<file path="config.mk">
export PLATFORM = sky130hd
export DESIGN_NAME = apb_master_bridge
export DESIGN_NICKNAME = d
export VERILOG_FILES = /design/src/rtl/apb_master_bridge.sv
export SDC_FILE = /design/constraint.sdc
export NUM_CORES = 1
export LEC_CHECK = 0
export ABC_AREA = 1
export CAP_MARGIN = 20
export CORE_UTILIZATION = 41
export DETAILED_ROUTE_END_ITERATION = 7
export PLACE_DENSITY_LB_ADDON = 0.1
export SLEW_MARGIN = 20
export SYNTH_ARGS = -nofsm -noshare
export SYNTH_HDL_FRONTEND = slang
export SYNTH_SLANG_ARGS = --single-unit
</file>
<file path="constraint.sdc">
create_clock -name clk -period 2.7 [get_ports clk]
set_clock_uncertainty 0.15 [all_clocks]
set_input_delay 0.27 -clock clk [delete_from_list [all_inputs] [get_ports clk]]
set_output_delay 0.27 -clock clk [all_outputs]
set_load 0.01 [all_outputs]
</file>
<file path="src/rtl/apb_master_bridge.sv">
// ============================================================================
// apb_master_bridge : host req/ack register bus to APB3 master, with timeout
// Revision: 1.0
// ============================================================================
`default_nettype none

module apb_master_bridge #(
  parameter int AW      = 5,
  parameter int TIMEOUT = 16
) (
  input  logic          clk,
  input  logic          rst,
  input  logic          req,
  input  logic          req_we,
  input  logic [AW-1:0] req_addr,
  input  logic [31:0]   req_wd,
  output logic          req_ack,
  output logic [31:0]   req_rd,
  output logic          req_err,
  output logic          busy,
  output logic [AW-1:0] paddr,
  output logic [31:0]   pwdata,
  output logic          pwrite,
  output logic          psel,
  output logic          penable,
  input  logic [31:0]   prdata,
  input  logic          pready,
  input  logic          pslverr
);

  localparam int CW = (TIMEOUT > 0) ? $clog2(TIMEOUT + 1) : 1;

  typedef enum logic [1:0] {
    IDLE   = 2'd0,
    SETUP  = 2'd1,
    ACCESS = 2'd2
  } state_t;

  state_t        state;
  logic [CW-1:0] wait_cnt;
  logic          timeout_hit;

  // Abort fires at the end of the TIMEOUT-th consecutive not-ready ACCESS cycle.
  generate
    if (TIMEOUT > 0) begin : g_timeout
      assign timeout_hit = (wait_cnt == CW'(TIMEOUT - 1));
    end else begin : g_no_timeout
      assign timeout_hit = 1'b0;
    end
  endgenerate

  // psel is registered and high exactly in SETUP and ACCESS.
  assign busy = psel;

  always_ff @(posedge clk or posedge rst) begin
    if (rst) begin
      state    <= IDLE;
      wait_cnt <= '0;
      paddr    <= '0;
      pwdata   <= '0;
      pwrite   <= 1'b0;
      psel     <= 1'b0;
      penable  <= 1'b0;
      req_ack  <= 1'b0;
      req_rd   <= '0;
      req_err  <= 1'b0;
    end else begin
      req_ack <= 1'b0;
      case (state)
        IDLE: begin
          if (req && !req_ack) begin
            state    <= SETUP;
            paddr    <= req_addr;
            pwrite   <= req_we;
            pwdata   <= req_wd;
            psel     <= 1'b1;
            penable  <= 1'b0;
            wait_cnt <= '0;
          end
        end
        SETUP: begin
          state   <= ACCESS;
          penable <= 1'b1;
        end
        ACCESS: begin
          if (pready) begin
            state   <= IDLE;
            psel    <= 1'b0;
            penable <= 1'b0;
            req_ack <= 1'b1;
            req_err <= pslverr;
            req_rd  <= pwrite ? 32'd0 : prdata;
          end else if (timeout_hit) begin
            state   <= IDLE;
            psel    <= 1'b0;
            penable <= 1'b0;
            req_ack <= 1'b1;
            req_err <= 1'b1;
            req_rd  <= 32'd0;
          end else if (TIMEOUT > 0) begin
            wait_cnt <= wait_cnt + CW'(1);
          end
        end
        default: begin
          state   <= IDLE;
          psel    <= 1'b0;
          penable <= 1'b0;
        end
      endcase
    end
  end

endmodule

`default_nettype wire
</file>
* Word-level counts from Yosys, hierarchy flattened
Cells that the tools add are included.
Word-level totals: input port bits 75, register bits 81, logic and storage cells 51
Operators by class: reductions and logical operators 10, eq/ne operators 7, add/sub/neg operators 1, bitwise operators 1, mux-type cells 22
Operators with widths (number):
- $mux W32 | 3
- $mux W5 | 3
- $pmux W5 S2 | 1
- $mux W1 | 9
- $mux W2 | 3
- $ne A2 B2 Y1 const B | 3
- $pmux W1 S3 | 2
- $pmux W2 S3 | 1
- $reduce_and A2 Y1 | 3
- $add A5 B1 Y5 const B | 1
- $eq A5 B4 Y1 const B | 1
- $reduce_and A4 Y1 | 1
- $reduce_bool A2 Y1 | 2
- $ne A3 B3 Y1 const B | 1
- $reduce_and A3 Y1 | 1
- $eq A2 B1 Y1 const B | 1
- $eq A2 B2 Y1 const B | 1
- $logic_not A2 Y1 | 1
- $logic_and A1 B1 Y1 | 1
- $logic_not A1 Y1 | 1
- $not A1 Y1 | 1

* Logic depth before layout (Yosys ltp)
depth in word-level cells 4, depth in mapped cells 10

* Least setup slack after synthesis
OpenSTA, ideal clock, no wires.
path type flip-flop to flip-flop, from register wait_cnt[0], to register req_rd[16], library setup time 0.083 ns, stages on the path, launching flop included 11, arrival time 1.413 ns, clock period less this slack 1.646 ns, slack 1.054 ns, required time 2.467 ns, cell sequence dfrtp_1 ha_1 nand2_1 nor2_1 ha_1 inv_1 nand2_1 nand2_2 buf_2 nand2_1 o21ai_0
Between the ends: longest elaborated chain between the ends 3
RTL lines:
- start, declared | RTL line 40 | logic [CW-1:0] wait_cnt;
- start signal, assigned | RTL line 101 | wait_cnt <= wait_cnt + CW'(1);
- $eq A5 B4 Y1 | RTL line 46 | assign timeout_hit = (wait_cnt == CW'(TIMEOUT - 1));
- $reduce_bool A2 Y1 (no line)
- $reduce_and A2 Y1 (no line)
- end signal, assigned | RTL line 92 | req_rd <= pwrite ? 32'd0 : prdata;
- end, declared | RTL line 18 | output logic [31:0] req_rd,
Every way passes these cells. A chain may end at the register's enable or synchronous reset.

* Worst setup path after layout
from register wait_cnt[0], to register req_rd[26]
Same word-level chain as after synthesis.

==> flow_summary.ini <==
[sta]
slew_headroom = 0.565
tns_ns = 0
finalCritPeriodShare = 0.767
hold_violations = 0
tightest_slew_ns = 0.650
setup_violations = 0
drv_slew = 0
min_period_ns = 2.07
fmaxAchievable_ghz = 0.483
grt_setup_unrepaired = false

[synth]
synth_edf_count = 0
synth.cell_area_mm2 = 0.00323
netlist_instances = 367
yosysTopAreaCell = dfrtp_1
synth.yosys.seq_area_share = 0.627
async_reset_ff_frac = 1.00
avgSynthCellArea_um2 = 8.81
ys_top_cells_by_area = dfrtp_1 (63%), nand2_1 (20%), inv_1 (5.1%)
synth_top_area_share = 0.627
yosys-top-cells-count = nand2_1 (169), dfrtp_1 (81), inv_1 (44)
yosysMostFrequentCell = nand2_1
yosysWarnings = 0
synth_nets = 444
synth_ff_type = dfrtp_1
synth-seq-cells = 81
ys_types = 20

[cts]
clock_latency_ns = 0.33
clk_pin_slew_ns = 0.08
postCtsHoldBufs = 0
cts_inserted_buffers = 9
cts-root-buf = clkbuf_8
clockBufferDepth = 2
cts_post_setup_buffers_inserted = 0
cts.repair.resized = 0
cts_sinks = 81
htree_levels = 3
cts_tree = built

[setup_path]
critPathMaxFanout = 35
cp_cell_sequence = ha_1, nand2_1, nor2_1, ha_1, inv_1, nand2_1, nand2_2, nand2_1, o21ai_0
critical_path.most_common_cell = nand2_1
reg2reg_slack_ns = 0.63
cp-start-kind = flip-flop
cp.arrival_ns = 2.15
worstPathRequired_ns = 2.78
cp-end-kind = flip-flop
rr_worst_depth = 9
worstReg2RegStart = wait_cnt[0]$_DFFE_PP0P_
path_class = reg -> reg
slowest_stage = nand2_2
cpPeakStageDelay_ns = 0.50
timing.rr.end = req_rd[26]$_DFFE_PP0P_

[floorplan]
fp.dieH_um = 90.8
core-area_mm2 = 0.00769
row_count = 32
ios = 150
fp.dieW_um = 90.8
start_util = 0.420
dieArea_mm2 = 0.00824

[power_and_ir_drop]
ir_worst_vdd_uv = 451
powerDensity_mw_per_mm2 = 999
leakage_nw = 2.49

[job]
drv_cap = 0

[cells_and_area]
final_cell_area_mm2 = 0.00496
nFillCells = 662
multi_input_area_um2 = 948
area_delta_synth_final_pct = 53.3
regArea_mm2 = 0.00203
fin_cells = 621
final_nets = 592
diodes = 0
drive_above_1_share = 0.0482

[route]
drcViolationCount = 0
vias = 2756
via_per_inst = 4.44
drt_iter0_markers = 120
wire_per_inst_um = 11.8
wl_um = 7330
first_pass_iters = 4
ant_nets = 0

[global_routing]
grt_usage = 0.184
grt_pass1_vias = 2697
grt_pass1_wl_um = 12200
grt_max_degree = 42
grt.overflow.total = 0
antenna_found_initial = 0

[place]
placedInstanceArea_mm2 = 0.00479
place.gp.congestion = 0.761
io_buffers = 149
dp.cells = 606
place_hpwl_um = 5150

[run_status]
status = complete, no violations

[hold_path]
min_path_type = in -> async
worst max-delay path by stage:
stage	startpoint	slack, ns	to
2_1_floorplan	rst	0.20	busy$_DFFE_PP0P_
3_3_place_gp	req	0.65	pwdata[20]$_DFFE_PP0P_
3_5_place_dp	req	0.61	pwdata[23]$_DFFE_PP0P_
4_1_cts	wait_cnt[0]$_DFFE_PP0P_	0.61	req_rd[26]$_DFFE_PP0P_
5_1_grt	wait_cnt[0]$_DFFE_PP0P_	0.37	req_rd[9]$_DFFE_PP0P_
6_report	wait_cnt[0]$_DFFE_PP0P_	0.63	req_rd[26]$_DFFE_PP0P_
cell families (layout without fill, tap and decap cells):
family                   count (synthesis)  after routing  synth area share
AO/OA/AOI/OAI                           35             35            0.0542
adder cells (fa/ha/maj)                  2              2           0.00774
buffers and inverters                   60            212            0.0794
flip-flops                              81             81             0.627
AND/OR/NAND/NOR                        189            189             0.232
report_power, final:
part	internal (W)	switching (W)	leakage [nW]	total, W
clock network	0.000353	0.000409	0.0883	0.000761
logic	0.00118	0.000983	1.37	0.00216
registers	0.00172	0.000301	1.03	0.00202
total	0.00326	0.00169	2.49	0.00495
through the flow:
| stage | util | hold WS, ns | setup slack [ns] | total power [W] |
|---|---|---|---|---|
| after floorplan | - | 0.230 | 0.200 | 0.00299 |
| after global placement | 0.623 | 0.309 | 0.648 | 0.00419 |
| after detailed placement | 0.623 | 0.315 | 0.609 | 0.00424 |
| after CTS | 0.645 | 0.236 | 0.612 | 0.00503 |
| after global routing | 0.645 | 0.275 | 0.367 | 0.00531 |
| final | 0.645 | 0.226 | 0.629 | 0.00495 |
cell usage in the layout, fill, tap and decap left out, drive strengths merged, types with 2 or more instances in the layout:
cell type,n
dfrtp,81
clkdlybuf4s50,149
nand2,171
nand3,7
nor2,9
clkbuf,10
ha,2
buf,3
clkinv,4
inv,45
o21ai,34
worst max-delay path, delay by kind of cell, from the launching register on:
kind | cells | cell delay (ns)
AOI/OAI and AO/OA | 1 | 0.12
adders and majority gates | 2 | 0.41
buffers and inverters | 1 | 0.05
DFF | 1 | 0.43
and+or+nand+nor | 5 | 0.79
per-layer routing:
metal,GRT usage,wire length (um),vias to the layer above
met5,0,0,-
met4,0.0767,109,0
met3,0.0455,535,9
met2,0.304,3520,100
met1,0.231,3160,1257
li1,-,-,1390
registers in the layout, indices dropped and copies added, names as in the netlist:
signal / count
wait_cnt: 5
state: 2
paddr: 5
pwrite: 1
busy: 1
req_ack: 1
penable: 1
pwdata: 32
req_rd: 32
req_err: 1
final cells by class:
class,count,share of cell area
Timing Repair Buffer,152,0.305
Clock inverter,5,0.00631
Clock buffer,10,0.0278
Tap cell,102,0.0258
Inverter,45,0.0343
Multi-Input combinational cell,226,0.191
Sequential cell,81,0.409
No activity file was read; power rests on OpenSTA's default activity.
